`src/rtl/bitwise_stream_unit.sv`:
```
// ---------------------------------------------------------------------------
// bitwise_stream_unit
//
// Registered WIDTH-bit bitwise logic unit with a per-bit write mask. Words
// enter through a valid/ready handshake, are transformed combinationally on
// the way in, and are held in a two-entry skid buffer (main + skid) so the
// unit sustains one word per cycle even when the consumer stalls.
//
// Parameters
//   WIDTH  data width in bits (>= 1)
//   CNT_W  width of the delivered-word counter (>= 1)
//
// Ports
//   clk        sole clock, all state updates on the rising edge
//   reset      synchronous, active-high reset
//   in_valid   source offers a word this cycle
//   in_ready   unit accepts a word this cycle (never depends on out_ready)
//   a, b       operands
//   op         operation select, sampled with the word
//   mask       per-bit enable; cleared bits pass operand a through
//   out_valid  result word available (main register occupied)
//   out_ready  consumer takes the word this cycle
//   out        result word from the main register
//   out_zero   out == 0
//   out_neg    most significant bit of out
//   count      number of delivered words, modulo 2^CNT_W
// ---------------------------------------------------------------------------
module bitwise_stream_unit #(
  parameter int WIDTH = 16,
  parameter int CNT_W = 16
) (
  input  logic             clk,
  input  logic             reset,
  input  logic             in_valid,
  output logic             in_ready,
  input  logic [WIDTH-1:0] a,
  input  logic [WIDTH-1:0] b,
  input  logic [2:0]       op,
  input  logic [WIDTH-1:0] mask,
  output logic             out_valid,
  input  logic             out_ready,
  output logic [WIDTH-1:0] out,
  output logic             out_zero,
  output logic             out_neg,
  output logic [CNT_W-1:0] count
);

  // Operation encodings for the op input.
  typedef enum logic [2:0] {
    OP_NOT  = 3'b000,
    OP_AND  = 3'b001,
    OP_OR   = 3'b010,
    OP_XOR  = 3'b011,
    OP_NAND = 3'b100,
    OP_NOR  = 3'b101,
    OP_XNOR = 3'b110,
    OP_PASS = 3'b111
  } opCode_t;

  // Buffer occupancy: nothing held, main only, or main and skid both held.
  // The skid entry is only ever occupied while main is too.
  typedef enum logic [1:0] {
    OCC_EMPTY = 2'b00,
    OCC_MAIN  = 2'b01,
    OCC_BOTH  = 2'b10
  } occState_t;

  occState_t occState_q, occState_d;

  logic [WIDTH-1:0] mainData_q, mainData_d;
  logic [WIDTH-1:0] skidData_q, skidData_d;
  logic [CNT_W-1:0] count_q, count_d;

  logic [WIDTH-1:0] funcResult;
  logic [WIDTH-1:0] maskedResult;

  logic mainValid;
  logic skidValid;
  logic accept;
  logic deliver;
  logic loadMainFromInput;
  logic loadMainFromSkid;
  logic loadSkidFromInput;

  // Raw bitwise function of the two operands, before masking.
  always_comb begin
    funcResult = '0;
    case (op)
      OP_NOT:  funcResult = ~a;
      OP_AND:  funcResult = a & b;
      OP_OR:   funcResult = a | b;
      OP_XOR:  funcResult = a ^ b;
      OP_NAND: funcResult = ~(a & b);
      OP_NOR:  funcResult = ~(a | b);
      OP_XNOR: funcResult = ~(a ^ b);
      OP_PASS: funcResult = a;
      default: funcResult = a;
    endcase
  end

  // Bits with a cleared mask keep operand a untouched.
  assign maskedResult = (funcResult & mask) | (a & ~mask);

  // Valid bits follow directly from the occupancy state.
  assign mainValid = (occState_q == OCC_MAIN) || (occState_q == OCC_BOTH);
  assign skidValid = (occState_q == OCC_BOTH);

  // in_ready only looks at the skid entry and reset, so there is no
  // combinational path from out_ready back to the source.
  assign in_ready  = !skidValid && !reset;
  assign out_valid = mainValid;

  assign accept  = in_valid && in_ready;
  assign deliver = mainValid && out_ready;

  // Occupancy state register; reset discards every held word.
  always_ff @(posedge clk) begin
    if (reset) begin
      occState_q <= OCC_EMPTY;
    end else begin
      occState_q <= occState_d;
    end
  end

  // Next occupancy. Accept while full cannot happen because in_ready is low
  // whenever the skid entry is occupied.
  always_comb begin
    occState_d = occState_q;
    case (occState_q)
      OCC_EMPTY: begin
        if (accept) begin
          occState_d = OCC_MAIN;
        end
      end
      OCC_MAIN: begin
        if (accept && !deliver) begin
          occState_d = OCC_BOTH;
        end else if (!accept && deliver) begin
          occState_d = OCC_EMPTY;
        end
      end
      OCC_BOTH: begin
        if (deliver) begin
          occState_d = OCC_MAIN;
        end
      end
      default: occState_d = OCC_EMPTY;
    endcase
  end

  // Datapath steering decided from occupancy and this cycle's handshakes.
  // A new word goes into main when main is free or is leaving this cycle;
  // otherwise it parks in skid. Skid refills main as soon as main leaves.
  always_comb begin
    loadMainFromInput = 1'b0;
    loadMainFromSkid  = 1'b0;
    loadSkidFromInput = 1'b0;
    case (occState_q)
      OCC_EMPTY: begin
        loadMainFromInput = accept;
      end
      OCC_MAIN: begin
        loadMainFromInput = accept && deliver;
        loadSkidFromInput = accept && !deliver;
      end
      OCC_BOTH: begin
        loadMainFromSkid = deliver;
      end
      default: begin
        loadMainFromInput = 1'b0;
      end
    endcase
  end

  // Next values for the data registers and the delivered-word counter.
  always_comb begin
    mainData_d = mainData_q;
    skidData_d = skidData_q;
    count_d    = count_q;
    if (loadMainFromInput) begin
      mainData_d = maskedResult;
    end else if (loadMainFromSkid) begin
      mainData_d = skidData_q;
    end
    if (loadSkidFromInput) begin
      skidData_d = maskedResult;
    end
    if (deliver) begin
      count_d = count_q + CNT_W'(1);
    end
  end

  // Data and counter registers. Main clears to zero so out_zero reads 1
  // straight out of reset.
  always_ff @(posedge clk) begin
    if (reset) begin
      mainData_q <= '0;
      skidData_q <= '0;
      count_q    <= '0;
    end else begin
      mainData_q <= mainData_d;
      skidData_q <= skidData_d;
      count_q    <= count_d;
    end
  end

  // Flags come from the main register, so they stay stable with the data
  // while the consumer stalls.
  assign out      = mainData_q;
  assign out_zero = (mainData_q == '0);
  assign out_neg  = mainData_q[WIDTH-1];
  assign count    = count_q;

endmodule

```
`config.mk`:
```
export PLATFORM = sky130hd
export DESIGN_NAME = bitwise_stream_unit
export DESIGN_NICKNAME = d
export VERILOG_FILES = /design/src/rtl/bitwise_stream_unit.sv
export SDC_FILE = /design/constraint.sdc
export NUM_CORES = 1
export LEC_CHECK = 0
export CORE_ASPECT_RATIO = 1.25
export CORE_MARGIN = 1.5
export CORE_UTILIZATION = 45
export CTS_BUF_LIST = sky130_fd_sc_hd__clkbuf_8
export CTS_CLUSTER_SIZE = 14
export DETAILED_ROUTE_END_ITERATION = 8
export GPL_ROUTABILITY_DRIVEN = 1
export PLACE_DENSITY = 0.69
export SLEW_MARGIN = 20
export SYNTH_ARGS = -nofsm -noshare
export SYNTH_HDL_FRONTEND = slang
export SYNTH_SLANG_ARGS = --single-unit
```
`constraint.sdc`:
```
create_clock -name clk -period 2.8 [get_ports clk]
set_input_delay 0.56 -clock clk [delete_from_list [all_inputs] [get_ports clk]]
set_output_delay 0.56 -clock clk [all_outputs]
set_load 0.005 [all_outputs]
```
======== Word-level counts from Yosys, hierarchy flattened ========
Cells that the tools add are included.
cells by class
  $add $sub $neg .......................... 1
  $mul .................................... 0
  div/mod/pow operators ................... 0
  $lt $le $gt $ge ......................... 0
  equal/unequal tests ..................... 12
  shift operators ......................... 0
  multiplexer cells ....................... 11
  bitwise gates (word level) .............. 11
  reductions and logical operators ........ 16
operator list
  kind                                                                      number
  16-bit case mux with 8 select lines                                       1
  16-bit inverter                                                           5
  16-bit AND                                                                3
  16-bit two-way mux                                                        2
  16-bit OR                                                                 2
  16-bit by 1-bit adder with 16-bit output (second input constant)          1
  16-bit logical NOT                                                        1
  16-bit bitwise XOR                                                        1
  3-bit equality test (second input constant)                               4
  2-bit two-way mux                                                         4
  3-bit by 2-bit equality test with 1-bit output (second input constant)    2
  1-bit logical AND                                                         6
  2-bit case mux with 3 select lines                                        1
  1-bit logical NOT                                                         4
  3-bit by 1-bit equality test with 1-bit output (second input constant)    1
  3-bit logical NOT                                                         1
  3-bit by 1-bit inequality test with 1-bit output (second input constant)  1
  3-bit AND reduction                                                       1
  2-bit by 1-bit equality test with 1-bit output (second input constant)    1
  2-bit equality test (second input constant)                               1
  2-bit logical NOT                                                         1
  1-bit two-way mux                                                         2
  2-bit by 1-bit inequality test with 1-bit output (second input constant)  1
  2-bit inequality test (second input constant)                             1
  other kinds (3)                                                           3
word-level totals
  register bits ........................... 50
  latch bits .............................. 0
  memory bits (writable) .................. 0
  ROM bits ................................ 0
  input bits .............................. 55
  output and inout port bits .............. 36
  logic and storage cells ................. 55
  memories ................................ 0

======== Depth between registers and ports, before layout ========
  depth in word-level cells ............... 9
  depth in mapped cells ................... 8
  mapped depth without buffers ............ 7

======== Worst setup path after synthesis ========
No wires, ideal clock.
  kind .................................... input-to-reg
  start ................................... input a[4]
  end ..................................... register skidData_q[4]
  setup time .............................. 0.071 ns
  arrival ................................. 2.123 ns
  required time ........................... 2.729 ns
  setup slack ............................. 0.606 ns
  cell stages on the path ................. 7
  cell sequence ........................... inv_1 > ha_1 > mux2_2 > a2111oi_0 > a211oi_1 > or3_1 > a21oi_1
on the way
  cells in the longest elaborated chain, start to end .. 5
  elaborated cells between the ends (all ways) .. 11
RTL lines
  item                                              line        source
  start: declaration                                36          input logic [WIDTH-1:0] a,
  16-bit bitwise XOR, or another cell as far along  92, 95
  16-bit inverter (on tied branches)                95, 93, 94
  16-bit case mux with 8 select lines               88          case (op)
  16-bit AND                                        102         assign maskedResult = (funcResult & mask) | (a & ~mask);
  16-bit OR *                                       102
  end signal: assignment                            202         skidData_q <= skidData_d;
  end: declaration                                  71          logic [WIDTH-1:0] skidData_q, skidData_d;
Mark *: on every way between the ends. The rest lies on a longest branch, timed or not.
A chain may end at the register's enable or synchronous reset.

======== Final worst setup path ========
  start ................................... input b[6]
  end ..................................... register skidData_q[6]
on the way
  cells in the longest elaborated chain, start to end .. 5
  elaborated cells between the ends (all ways) .. 9
RTL lines
  item                                              line        source
  start: declaration                                37          input logic [WIDTH-1:0] b,
  16-bit bitwise XOR, or another cell as far along  92, 95
  16-bit inverter (on tied branches)                95, 93, 94
  16-bit case mux with 8 select lines *             88
  16-bit AND *                                      102
  16-bit OR *                                       102
Marked as above.

==> run_results.csv <==
group,metric,value,unit
run_status,status,"complete, no violations",
cts,clockBufferDepth,2,
synth,ys_types,65,
timing,finClkSkew,3.58,ps
layout,nets,698,
worst_setup_path,r2r_end,"out[3]",
worst_setup_path,reg2reg_depth,7,
placement,place_ws,-30.0,ps
pwr,power.switching,0.000767,W
placement,hpwl,7880,µm
die,die_w,89.0,µm
global_routing,grt_antenna_before_repair,0,
synth,synth_area,0.00416,mm²
layout,layout.cells.most_common,"clkdlybuf4s50_1",
synth,synth_top_family_by_area,"simple AND/OR/NAND/NOR gates",
worst_setup_path,critPathKind,"in -> reg",
pwr,seqPwrFrac,39.9,%
placement,port_buffers,90,
worst_hold_path,min_from,"skidData_q[3]",
layout,design_area,0.00530,mm²
worst_setup_path,arrival,2800,ps
synth,syn-num-nets,620,
die,coreArea,0.00908,mm²
worst_hold_path,hold_class,"reg -> reg",
timing,worst_hold_slack,464,ps
cts,ctsHoldBuffers,0,
layout,nFillCells,837,
layout,final_cell_mix,"clkdlybuf4s50_1 (89), nor2_1 (60), dfxtp_1 (50)",
synth,avgSynthCellArea,7.87,µm²
cts,post_cts_buffers,0,
worst_setup_path,required,3040,ps
worst_setup_path,endpoint_kind,"register",
die,rows,39,
pwr,leakagePower,2.18,nW
detailed_routing,drt_first_pass_iters,4,
detailed_routing,drt-wirelength-per-cell,14.4,µm
layout,stdcell_count,730,
pwr,power_density,420,mW/mm²
cts,clkTransAtPathRegs,90,ps
worst_hold_path,min_to,"skidData_q[3]",
worst_hold_path,hold_depth,2,
timing,slew_violations,0,
timing,maxSlewHeadroom,57.9,%
synth,synth-xor-area-share,2.95,%
worst_setup_path,r2r_slack,670,ps
detailed_routing,drtIter0Drc,165,
detailed_routing,postRouteAntennaNets,0,
global_routing,grt_max_degree,53,
global_routing,grt_pass1_wl,17600,µm
worst_setup_path,critPathMaxFanout,2,
timing,hold_viol,0,
synth,synthCells,528,
die,die_area,0.00983,mm²
layout,drive_gt1_share,5.93,%
timing,final.period_utilization,91.3,%
cts,cts_tree,"yes",
detailed_routing,drt-total-wl,10500,µm
worst_setup_path,startpoint_type,"primary input",
worst_setup_path,r2r-start,"occState_q[0]",
synth,synthSimpleGateAreaFrac,24.8,%
layout,syn2layout_area_growth,27.6,%
placement,placed_cell_area,0.00521,mm²
synth,synth_edf_count,0,
die,die_h,110,µm
pwr,sw_frac_of_total,34.4,%
detailed_routing,vias_per_cell,5.69,
global_routing,grt.overflow.total,0,
pwr,clockPowerShare,19.4,%
die,io_pins,91,
global_routing,first_global_vias,3925,
cts,cts_root_buffer,"clkbuf_8",
cts,clkLatencyLatePin,310,ps
cts,cts.sinks,50,
synth,synthArstFlopShare,0,%
synth,synth_fa_ha_area_share,11.1,%
pwr,ir_drop,0.207,mV
timing,grt_setup_unrepaired,"no",
timing,setup_ws,244,ps
pwr,p_int,0.00146,W
detailed_routing,drc,0,
placement,dp_cells,722,
placement,gp_congestion,0.793,
pwr,comb_power_share,40.7,%
timing,setup_violations,0,
cts,htree_levels,2,
run,maxCapViolations,0,
synth,muxShareOfSynthArea,6.11,%
synth,ys_warn_count,0,
timing,worstMarginPinSlew,632,ps
detailed_routing,dr_total_vias,4157,
synth,ys.flop_type,"dfxtp_1",
cts,cts_buffers,5,
timing,clock.fmax,0.391,GHz
timing,min_period,2560,ps
global_routing,globalRouteTotalUtil,21.6,%
synth,ys_ff_latch,50,
synth,synth_compound_gate_area_share,23.1,%
cts,cts_resized,0,
die,start_util,45.8,%
synth,synth-seq-area-share,24.1,%
layout,antenna_cells,0,
[synth_stat cells, drive strengths merged (5+ instances only)]
library cell / number / area (µm²)
nor2b: 5 / 31.3
clkbuf: 14 / 52.6
or3: 19 / 119
a21oi: 18 / 90.1
buf: 23 / 126
a41oi: 5 / 43.8
o31ai: 6 / 45.0
nor4bb: 5 / 50.1
nand2b: 17 / 106
nand3: 15 / 75.1
a211oi: 27 / 203
mux2i: 22 / 220
o21ai: 24 / 120
o211ai: 9 / 67.6
nand2: 35 / 131
ha: 37 / 463
xor2: 13 / 114
and3: 5 / 31.3
inv: 39 / 146
and4: 5 / 43.8
nor2: 60 / 225
dfxtp: 50 / 1000
a221oi: 8 / 76.3
[layout make-up]
type                    count  area, µm²  share of cell area (%)
clock buffers               5       68.8                    1.30
inverters                  39        146                    2.76
clock inverters             3       21.3                   0.401
repair buffers            108       1080                    20.4
flip-flops and latches     50       1000                    18.9
multi-input cells         402       2830                    53.4
well taps                 123        154                    2.90
[metrics by stage]
| stage | util, % | TNS [ps] | total power (W) |
|---|---|---|---|
| after floorplan | - | 0 | 0.00140 |
| after global placement | 57.4 | 0 | 0.00178 |
| after detailed placement | 57.4 | -36.5 | 0.00181 |
| after CTS | 58.4 | 0 | 0.00224 |
| after global routing | 58.4 | 0 | 0.00237 |
| final | 58.4 | 0 | 0.00223 |
[metal layers]
| metal | vias to the layer above | GRT usage (%) | routed length, µm |
|---|---|---|---|
| met4 | 0 | 6.05 | 121 |
| met5 | - | 0 | 0 |
| met1 | 1967 | 27.9 | 4690 |
| met2 | 105 | 37.6 | 5290 |
| met3 | 9 | 2.02 | 429 |
| li1 | 2076 | - | - |
[power by group through the flow]
stage | combinational (W) | clock, W | sequential [W]
floorplan | 0.000510 | 0 | 0.000889
global placement | 0.000879 | 0 | 0.000905
detailed placement | 0.000906 | 0 | 0.000908
CTS | 0.000910 | 0.000440 | 0.000891
global route | 0.00100 | 0.000466 | 0.000902
finish | 0.000907 | 0.000431 | 0.000890
[worst max-delay path: stages]
cell,delay (ps)
clkdlybuf4s50_1,480
inv_1,50
ha_1,270
mux2_2,340
a2111oi_0,470
a211oi_1,120
or3_1,380
a21oi_1,120
[cell families (layout without fill, tap and decap cells)]
kind of cell / Yosys count / count (layout)
multiplexers: 25 / 25
AO/OA/AOI/OAI: 132 / 132
AND/OR/NAND/NOR: 194 / 194
buffers and inverters: 76 / 155
XOR/XNOR: 14 / 14
flip-flops: 50 / 50
adder cells (fa/ha/maj): 37 / 37
[worst max path at each step]
stage | startpoint | endpoint | slack (ps) | depth (start not counted)
floorplan | a[4] | skidData_q[4] | 610 | 7
global placement | a[4] | skidData_q[4] | 30 | 8
detailed placement | b[6] | skidData_q[6] | -30 | 8
CTS | b[6] | skidData_q[6] | 280 | 8
global route | a[6] | skidData_q[6] | 120 | 8
finish | b[6] | skidData_q[6] | 240 | 8
[flip-flops by register name, indices dropped and copies added (netlist names)]
signal      count
out            16
skidData_q     16
occState_q      2
count          16
(Power assumes the default switching activity.)
